==> src/rtl/apb_cmd_master.sv <==
// -----------------------------------------------------------------------------
// apb_cmd_master
//
// Accepts read/write commands on a valid/ready interface, queues them in a
// 2-entry FIFO and executes them one at a time as APB transfers
// (IDLE -> SETUP -> ACCESS -> RESP). Each transfer produces a single
// response held on rsp_* until rsp_ready_i is seen.
//
// Optional feature (compile-time macro):
//   APB_CMD_MASTER_TIMEOUT_EN - ACCESS watchdog. A transfer that sees
//   TIMEOUT_CYCLES ACCESS cycles without pready_i is aborted with
//   rsp_err_o=1 and rsp_rdata_o=0. Without the macro ACCESS waits forever.
//
// Ports:
//   clk_i, rst_i              clock, asynchronous active-high reset
//   cmd_valid_i/cmd_ready_o   command handshake (ready = FIFO not full)
//   cmd_write_i, cmd_addr_i,
//   cmd_wdata_i               command payload
//   rsp_valid_o/rsp_ready_i   response handshake
//   rsp_rdata_o, rsp_err_o    read data (0 for writes), PSLVERR/timeout flag
//   paddr_o, pwdata_o, pwrite_o,
//   psel_o, penable_o         APB requester outputs
//   prdata_i, pready_i,
//   pslverr_i                 APB completer inputs
//   busy_o                    FIFO non-empty or transfer/response in progress
// -----------------------------------------------------------------------------
module apb_cmd_master #(
  parameter int APB_ADDR_WIDTH = 12,
  parameter int TIMEOUT_CYCLES = 64
) (
  input  logic                      clk_i,
  input  logic                      rst_i,
  input  logic                      cmd_valid_i,
  output logic                      cmd_ready_o,
  input  logic                      cmd_write_i,
  input  logic [APB_ADDR_WIDTH-1:0] cmd_addr_i,
  input  logic [31:0]               cmd_wdata_i,
  output logic                      rsp_valid_o,
  input  logic                      rsp_ready_i,
  output logic [31:0]               rsp_rdata_o,
  output logic                      rsp_err_o,
  output logic [APB_ADDR_WIDTH-1:0] paddr_o,
  output logic [31:0]               pwdata_o,
  output logic                      pwrite_o,
  output logic                      psel_o,
  output logic                      penable_o,
  input  logic [31:0]               prdata_i,
  input  logic                      pready_i,
  input  logic                      pslverr_i,
  output logic                      busy_o
);

  if (TIMEOUT_CYCLES < 1 || TIMEOUT_CYCLES > 255) begin : g_bad_timeout
    $error("apb_cmd_master: TIMEOUT_CYCLES must be in 1..255");
  end

  typedef enum logic [1:0] {
    ST_IDLE,
    ST_SETUP,
    ST_ACCESS,
    ST_RESP
  } state_t;

  state_t r_state;
  state_t w_state_nxt;

  // ---------------------------------------------------------------------------
  // Command FIFO (2 entries, pointer based so push and pop may coincide)
  // ---------------------------------------------------------------------------
  logic                      r_fifo_write [2];
  logic [APB_ADDR_WIDTH-1:0] r_fifo_addr  [2];
  logic [31:0]               r_fifo_wdata [2];
  logic                      r_wr_ptr;
  logic                      r_rd_ptr;
  logic [1:0]                r_count;

  logic w_push;
  logic w_pop;
  logic w_access_done;
  logic w_timeout;

  assign cmd_ready_o   = (r_count < 2'd2);
  assign w_push        = cmd_valid_i && cmd_ready_o;
  assign w_pop         = (r_state == ST_IDLE) && (r_count != 2'd0);
  assign w_access_done = (r_state == ST_ACCESS) && pready_i;

  // NOTE: the storage array is deliberately not reset; r_count alone says
  // which entries hold valid data, so resetting it would only cost flops.
  always_ff @(posedge clk_i) begin
    if (w_push) begin
      r_fifo_write[r_wr_ptr] <= cmd_write_i;
      r_fifo_addr[r_wr_ptr]  <= cmd_addr_i;
      r_fifo_wdata[r_wr_ptr] <= cmd_wdata_i;
    end
  end

  // NOTE: all sequential state uses non-blocking assignments so every
  // register samples pre-edge values regardless of process ordering.
  always_ff @(posedge clk_i or posedge rst_i) begin
    if (rst_i) begin
      r_wr_ptr <= 1'b0;
      r_rd_ptr <= 1'b0;
      r_count  <= 2'd0;
    end else begin
      if (w_push) r_wr_ptr <= ~r_wr_ptr;
      if (w_pop)  r_rd_ptr <= ~r_rd_ptr;
      case ({w_push, w_pop})
        2'b10:   r_count <= r_count + 2'd1;
        2'b01:   r_count <= r_count - 2'd1;
        default: r_count <= r_count;
      endcase
    end
  end

  // ---------------------------------------------------------------------------
  // ACCESS watchdog
  // ---------------------------------------------------------------------------
`ifdef APB_CMD_MASTER_TIMEOUT_EN
  localparam logic [7:0] LP_WD_LAST = 8'(TIMEOUT_CYCLES - 1);

  logic [7:0] r_wd_cnt;

  // Cleared in SETUP so it starts from zero on the first ACCESS cycle.
  always_ff @(posedge clk_i or posedge rst_i) begin
    if (rst_i) begin
      r_wd_cnt <= 8'd0;
    end else if (r_state == ST_SETUP) begin
      r_wd_cnt <= 8'd0;
    end else if ((r_state == ST_ACCESS) && !pready_i) begin
      r_wd_cnt <= r_wd_cnt + 8'd1;
    end
  end

  // Fires on the ACCESS cycle whose increment would reach TIMEOUT_CYCLES.
  assign w_timeout = (r_state == ST_ACCESS) && !pready_i && (r_wd_cnt == LP_WD_LAST);
`else
  assign w_timeout = 1'b0;
`endif

  // ---------------------------------------------------------------------------
  // Transfer and response registers
  // ---------------------------------------------------------------------------
  logic [APB_ADDR_WIDTH-1:0] r_paddr;
  logic [31:0]               r_pwdata;
  logic                      r_pwrite;
  logic [31:0]               r_rsp_rdata;
  logic                      r_rsp_err;

  always_ff @(posedge clk_i or posedge rst_i) begin
    if (rst_i) begin
      r_paddr     <= '0;
      r_pwdata    <= 32'h0;
      r_pwrite    <= 1'b0;
      r_rsp_rdata <= 32'h0;
      r_rsp_err   <= 1'b0;
    end else begin
      // Address/data/direction only change on a pop, so they stay stable
      // through SETUP and ACCESS.
      if (w_pop) begin
        r_paddr  <= r_fifo_addr[r_rd_ptr];
        r_pwdata <= r_fifo_wdata[r_rd_ptr];
        r_pwrite <= r_fifo_write[r_rd_ptr];
      end
      if (w_access_done) begin
        r_rsp_rdata <= r_pwrite ? 32'h0 : prdata_i;
        r_rsp_err   <= pslverr_i;
      end else if (w_timeout) begin
        r_rsp_rdata <= 32'h0;
        r_rsp_err   <= 1'b1;
      end
    end
  end

  // ---------------------------------------------------------------------------
  // FSM
  // ---------------------------------------------------------------------------
  always_ff @(posedge clk_i or posedge rst_i) begin
    if (rst_i) r_state <= ST_IDLE;
    else       r_state <= w_state_nxt;
  end

  // NOTE: every output of this block gets a default first, so no path
  // through the case statement can infer a latch.
  always_comb begin
    w_state_nxt = r_state;
    psel_o      = 1'b0;
    penable_o   = 1'b0;
    rsp_valid_o = 1'b0;
    case (r_state)
      ST_IDLE: begin
        if (r_count != 2'd0) w_state_nxt = ST_SETUP;
      end
      ST_SETUP: begin
        psel_o      = 1'b1;
        w_state_nxt = ST_ACCESS;
      end
      ST_ACCESS: begin
        psel_o    = 1'b1;
        penable_o = 1'b1;
        if (pready_i || w_timeout) w_state_nxt = ST_RESP;
      end
      ST_RESP: begin
        rsp_valid_o = 1'b1;
        if (rsp_ready_i) w_state_nxt = ST_IDLE;
      end
      default: w_state_nxt = ST_IDLE;
    endcase
  end

  assign paddr_o     = r_paddr;
  assign pwdata_o    = r_pwdata;
  assign pwrite_o    = r_pwrite;
  assign rsp_rdata_o = r_rsp_rdata;
  assign rsp_err_o   = r_rsp_err;
  assign busy_o      = (r_count != 2'd0) || (r_state != ST_IDLE);

endmodule

==> config.mk <==
export PLATFORM = sky130hd
export DESIGN_NAME = apb_cmd_master
export DESIGN_NICKNAME = d
export VERILOG_FILES = /design/src/rtl/apb_cmd_master.sv
export SDC_FILE = /design/constraint.sdc
export NUM_CORES = 1
export LEC_CHECK = 0
export BUFFER_PORTS_ARGS = -buffer_cell sky130_fd_sc_hd__buf_4
export CORE_MARGIN = 2
export CORE_UTILIZATION = 56
export CTS_CLUSTER_DIAMETER = 200
export DETAILED_ROUTE_END_ITERATION = 8
export MAX_ROUTING_LAYER = met4
export PLACE_DENSITY = 0.84
export SYNTH_ARGS = -nofsm -noshare
export SYNTH_HDL_FRONTEND = slang
export SYNTH_SLANG_ARGS = --single-unit
==> constraint.sdc <==
create_clock -name clk_i -period 8.3 [get_ports clk_i]
set_input_delay 0.415 -clock clk_i [delete_from_list [all_inputs] [get_ports clk_i]]
set_output_delay 0.415 -clock clk_i [all_outputs]
set_load 0.01 [all_outputs]
After elaboration in Yosys (flattened, before gate mapping) --
Memories as Yosys holds them, arrays and structs flattened. A register that Yosys moved wholly into a read port is not among the register bits. Cells that the tools add are included.
Word-level totals: register bits 39, bits in latches 0, memory bits (writable) 90, bits in read-only memories 0, bits of input ports 83, output and inout port bits 83, logic and storage cells 43, memories 3
Cells by class: add/sub/neg operators 2, multipliers 0, div/mod/pow operators 0, order comparisons 1, equality and inequality tests 8, shift-type cells 0, mux-type cells 11, bitwise gates (word level) 2, reductions and logical operators 10
Memories:
- r_fifo_wdata | depth 2, bits a word 32, read ports 1, clocked after memory_dff 1, write ports 1, line 72 | logic [31:0] r_fifo_wdata [2];
- r_fifo_addr | depth 2, bits a word 12, read ports 1, clocked after memory_dff 1, write ports 1, line 71 | logic [APB_ADDR_WIDTH-1:0] r_fifo_addr [2];
- r_fifo_write | depth 2, bits a word 1, read ports 1, clocked after memory_dff 1, write ports 1, line 70 | logic r_fifo_write [2];
Operator list (number):
- 32-bit two-way mux | 1
- 2-bit one-hot mux with 4 select lines | 1
- 2-bit equality test, second input constant | 3
- 2-bit two-way mux | 3
- 2-bit nonzero test | 3
- 1-bit two-way mux | 5
- 2-bit by 1-bit equality test with 1-bit output, second input constant | 2
- 2-bit inequality test, second input constant | 2
- 2-bit one-hot mux with 2 select lines | 1
- 1-bit logical AND | 3
- 3-bit AND reduction | 1
- 2-bit by 1-bit adder with 2-bit output, second input constant | 1
- 2-bit zero test | 1
- 2-bit less-than comparator, second input constant | 1
- 2-bit by 1-bit inequality test with 1-bit output, second input constant | 1
- 1-bit NOT | 2
- 2-bit OR reduction | 1
- 2-bit by 1-bit subtractor with 2-bit output, second input constant | 1
- 1-bit logical OR | 1

Logic depth before layout (Yosys ltp) --
depth after elaboration 4, mapped depth 10, mapped depth without buffers 8

Least setup slack after synthesis --
Ideal clock, no wire load.
path kind flip-flop to flip-flop, start reg r_count[1], end mem r_fifo_addr[0][0] (enable), setup time 0.448 ns, arrival time 2.540 ns, data required time 7.852 ns, path slack 5.312 ns, cell stages (with the launch flop) 4, path buffers 0, clock period less this slack 2.988 ns, cells stage by stage dfrtp_1 -> inv_1 -> nand2_1 -> nor2_1
On the way: word-level cells in the longest chain between the ends 4
RTL lines:
- start: declaration | line 75 | logic [1:0] r_count;
- start signal: assignment | line 108 | 2'b10: r_count <= r_count + 2'd1;
- start signal: assignment | line 109 | 2'b01: r_count <= r_count - 2'd1;
- start signal: assignment | line 110 | default: r_count <= r_count;
- 2-bit less-than comparator | line 82 | assign cmd_ready_o = (r_count < 2'd2);
- net cmd_ready_o | line 34 | output logic cmd_ready_o,
- 1-bit logical AND | line 83 | assign w_push = cmd_valid_i && cmd_ready_o;
- 1-bit two-way mux | line 90 | if (w_push) begin
- 1-bit two-way mux (implied by the code) | line 92 | r_fifo_addr[r_wr_ptr] <= cmd_addr_i;
- end: declaration | line 71
The timed path passes the listed nets, and every way through them passes these cells.

Final worst setup path --
start reg r_state[1], end reg r_count[1]
On the way: word-level cells in the longest chain between the ends 4, elaborated cells on any way between the ends 6, those cells by class eq/ne (2); mux (1); reduce/logical (3)
RTL lines:
- start: declaration | line 64 | state_t r_state;
- start signal: assignment | line 179 | else r_state <= w_state_nxt;
- 2-bit zero test (*) | line 84 | assign w_pop = (r_state == ST_IDLE) && (r_count != 2'd0);
- 1-bit logical AND (*) | line 84
- net w_pop | line 78 | logic w_pop;
- 2-bit by 1-bit equality test with 1-bit output / 2-bit equality test (equally long branches) | line 107 | case ({w_push, w_pop})
- 2-bit one-hot mux with 2 select lines / 2-bit nonzero test (equally long branches)
Mark *: on every way through the listed nets, which the timed path passes. The rest lies on a longest branch. A chain may end at the register's enable or synchronous reset.

==> out/metrics.yaml <==
setup_path:
  startpoint_type: "register"
  cp.arrival_ns: 2.57
  cp_max_fo: 92
  endpoint_kind: "register"
  criticalPathCategory: "reg2reg"
  cp.required_ns: 8.62
layout:
  post-route-util_pct: 73.7
  drive_gt1_share_pct: 31.6
  n_antenna_cell: 0
  final_nets: 712
  syn_to_final_growth_pct: 29.2
  nFillCells: 742
power_and_ir_drop:
  peakVddDrop_uv: 186
  power_frac_seq_pct: 44.9
  power.leakage_nw: 3.73
  pwr-share-comb_pct: 32.3
  clockPowerShare_pct: 22.8
  p_sw_share_pct: 32.3
  p_switching_mw: 0.992
  internal_power_mw: 2.08
  power.density_nw_per_um2: 368
detailed_routing:
  drt-wirelength-per-cell_um: 15.9
  firstDrtPassIters: 5
  num_vias: 3983
  drc: 0
  ant_nets: 0
  drt_iter0_markers: 228
  vias_per_cell: 5.11
  wl_um: 12400
synthesis:
  synth_top_area_cell: "edfxtp_1"
  synth.distinct_cells: 19
  synth_nets: 548
  synthCells: 460
  yosys_warnings: 0
  synthTopCellsByArea: "edfxtp_1, dfrtp_1, mux2i_1, o21ai_0, nand2_1"
  synth_area_um2: 6460
  yosysTopAreaCellShare_pct: 41.9
  ys_seq_area_share_pct: 74.4
  syn_area_per_cell_um2: 14.0
  synth-seq-cells: 174
die:
  coreArea_um2: 11300
  die_height_um: 111
  dieArea_um2: 12400
  ios: 166
  num_rows: 39
  initial_core_util_pct: 57.0
  die_w_um: 111
timing:
  finalCriticalPeriod_ns: 2.25
  worstMarginPinSlew_ns: 1.11
  slew_violations: 0
  fin_crit_sh_pct: 27.1
  setup_viol: 0
  setup_tns_ns: 0
  rsz0062_at_grt: "false"
  relSlewSlack_pct: 26.1
  max_clock_freq_ghz: 0.445
  skew_ns: 0.0106
  hold_violations: 0
min_path:
  worstHoldPathType: "in2reg"
outcome:
  status: "complete, no violations"
clocking:
  cts_setup_buffers: 0
  cts_buffers: 17
  cts_buffer_depth: 2
  post_cts_resized: 0
  clock-root-buffer: "clkbuf_16"
  cts_tree: "done"
  clock-sinks: 174
  cts.reportedPaths.clkPinSlew_ns: 0.06
  clk_latency_ns: 0.40
  htree_levels: 4
  cts_hold_buf: 0
global_route:
  grt_first_pass_wirelength_um: 19600
  overflow: 0
  antenna_found_initial: 0
  grt_pass1_vias: 4018
  grt_use_total_pct: 21.0
  grt_max_degree: 93
place:
  place_congestion: 0.827
  io_buffers: 165
  dp_hpwl_um: 8230
run:
  maxCapViolCount: 0
sequential cells by signal, indices dropped and copies added (netlist names):
name / count
paddr_o: 12
pwdata_o: 32
pwrite_o: 1
r_count: 2
r_fifo_addr: 24
r_fifo_wdata: 64
r_fifo_write: 2
r_rd_ptr: 1
r_state: 2
r_wr_ptr: 1
rsp_err_o: 1
rsp_rdata_o: 32
area by class of cell:
| class | count | area (um^2) | area share [%] |
|---|---|---|---|
| repair buffers | 170 | 1280 | 15.3 |
| inverters | 7 | 27.5 | 0.330 |
| flip-flops and latches | 174 | 4810 | 57.6 |
| clock buffers | 26 | 489 | 5.86 |
| clock inverters | 6 | 36.3 | 0.435 |
| multi-input cells | 254 | 1530 | 18.4 |
| well taps | 143 | 179 | 2.14 |
final timing paths:
check	start	endpoint	slack, ns	cells past startpoint
setup / recovery	r_state[1]	r_count[1]	6.05	8
hold / removal	cmd_addr_i[3]	r_fifo_addr[0][3]	0.19	1
setup reg to reg	r_state[1]	r_count[1]	6.05	8
hold reg to reg	rsp_rdata_o[8]	rsp_rdata_o[8]	0.48	2
max in group asynchronous	rst_i	r_rd_ptr	7.21	3
min in group asynchronous	rst_i	rsp_rdata_o[18]	0.33	3
metal layers:
layer  wire, um  up-vias  track usage, %
li1           -     1931               -
met1       5090     1915            25.6
met5          0        -               -
met3        764        8            5.39
met4        112        0            6.58
met2       6410      129            35.0
placed cells by master (no fill, tap or decap), drive strengths merged, types with 2 or more instances in the layout:
master,instances
mux2i,46
dfrtp,84
buf,170
nand2b,32
nand2,80
mux2,2
clkinv,7
ha,5
nor2,4
clkbuf,26
inv,6
o21ai,78
edfxtp,90
xnor2,5
power by group through the flow:
stage / registers [mW] / logic [mW] / clock network, mW
after floorplan: 1.40 / 0.521 / 0
after global placement: 1.38 / 0.958 / 0
after detailed placement: 1.39 / 1.01 / 0
after CTS: 1.38 / 1.01 / 0.715
after global routing: 1.41 / 1.10 / 0.753
final: 1.38 / 0.992 / 0.701
Yosys cell counts (all sizes together):
library cell,instances
nor2,4
ha,5
a222oi,1
o21ai,78
mux2i,46
mux2,2
buf,13
xnor2,5
nand2,80
dfrtp,84
nand2b,32
and3,1
clkbuf,12
inv,7
edfxtp,90
worst max-delay path, stage by stage (launching register included):
cell     delay (ns)
dfrtp_1        0.40
inv_1          0.08
ha_1           0.24
o21ai_4        0.07
buf_4          0.62
inv_1          0.12
ha_1           0.34
nor2_1         0.14
xnor2_1        0.13
per-stage QoR:
| step | power (mW) | area (um^2) | setup slack, ns | hold WS, ns | instances |
|---|---|---|---|---|---|
| after floorplan | 1.93 | 6460 | 5.31 | 0.461 | 460 |
| after global placement | 2.33 | 7820 | 6.18 | 0.465 | 748 |
| after detailed placement | 2.40 | 7820 | 6.07 | 0.472 | 748 |
| after CTS | 3.10 | 8350 | 6.07 | 0.176 | 780 |
| after global routing | 3.26 | 8350 | 5.83 | 0.174 | 780 |
| final | 3.07 | 8350 | 6.05 | 0.191 | 780 |
logic make-up after synthesis:
kind of cell | Yosys count | synth area share, %
buffers and inverters | 32 | 2.19
AOI/OAI and AO/OA | 79 | 6.20
and+or+nand+nor | 117 | 8.08
xor gates and xnor gates | 5 | 0.678
DFF | 174 | 74.4
muxes | 48 | 7.48
adders and majority gates | 5 | 0.969
No activity file was read; power rests on OpenSTA's default activity.
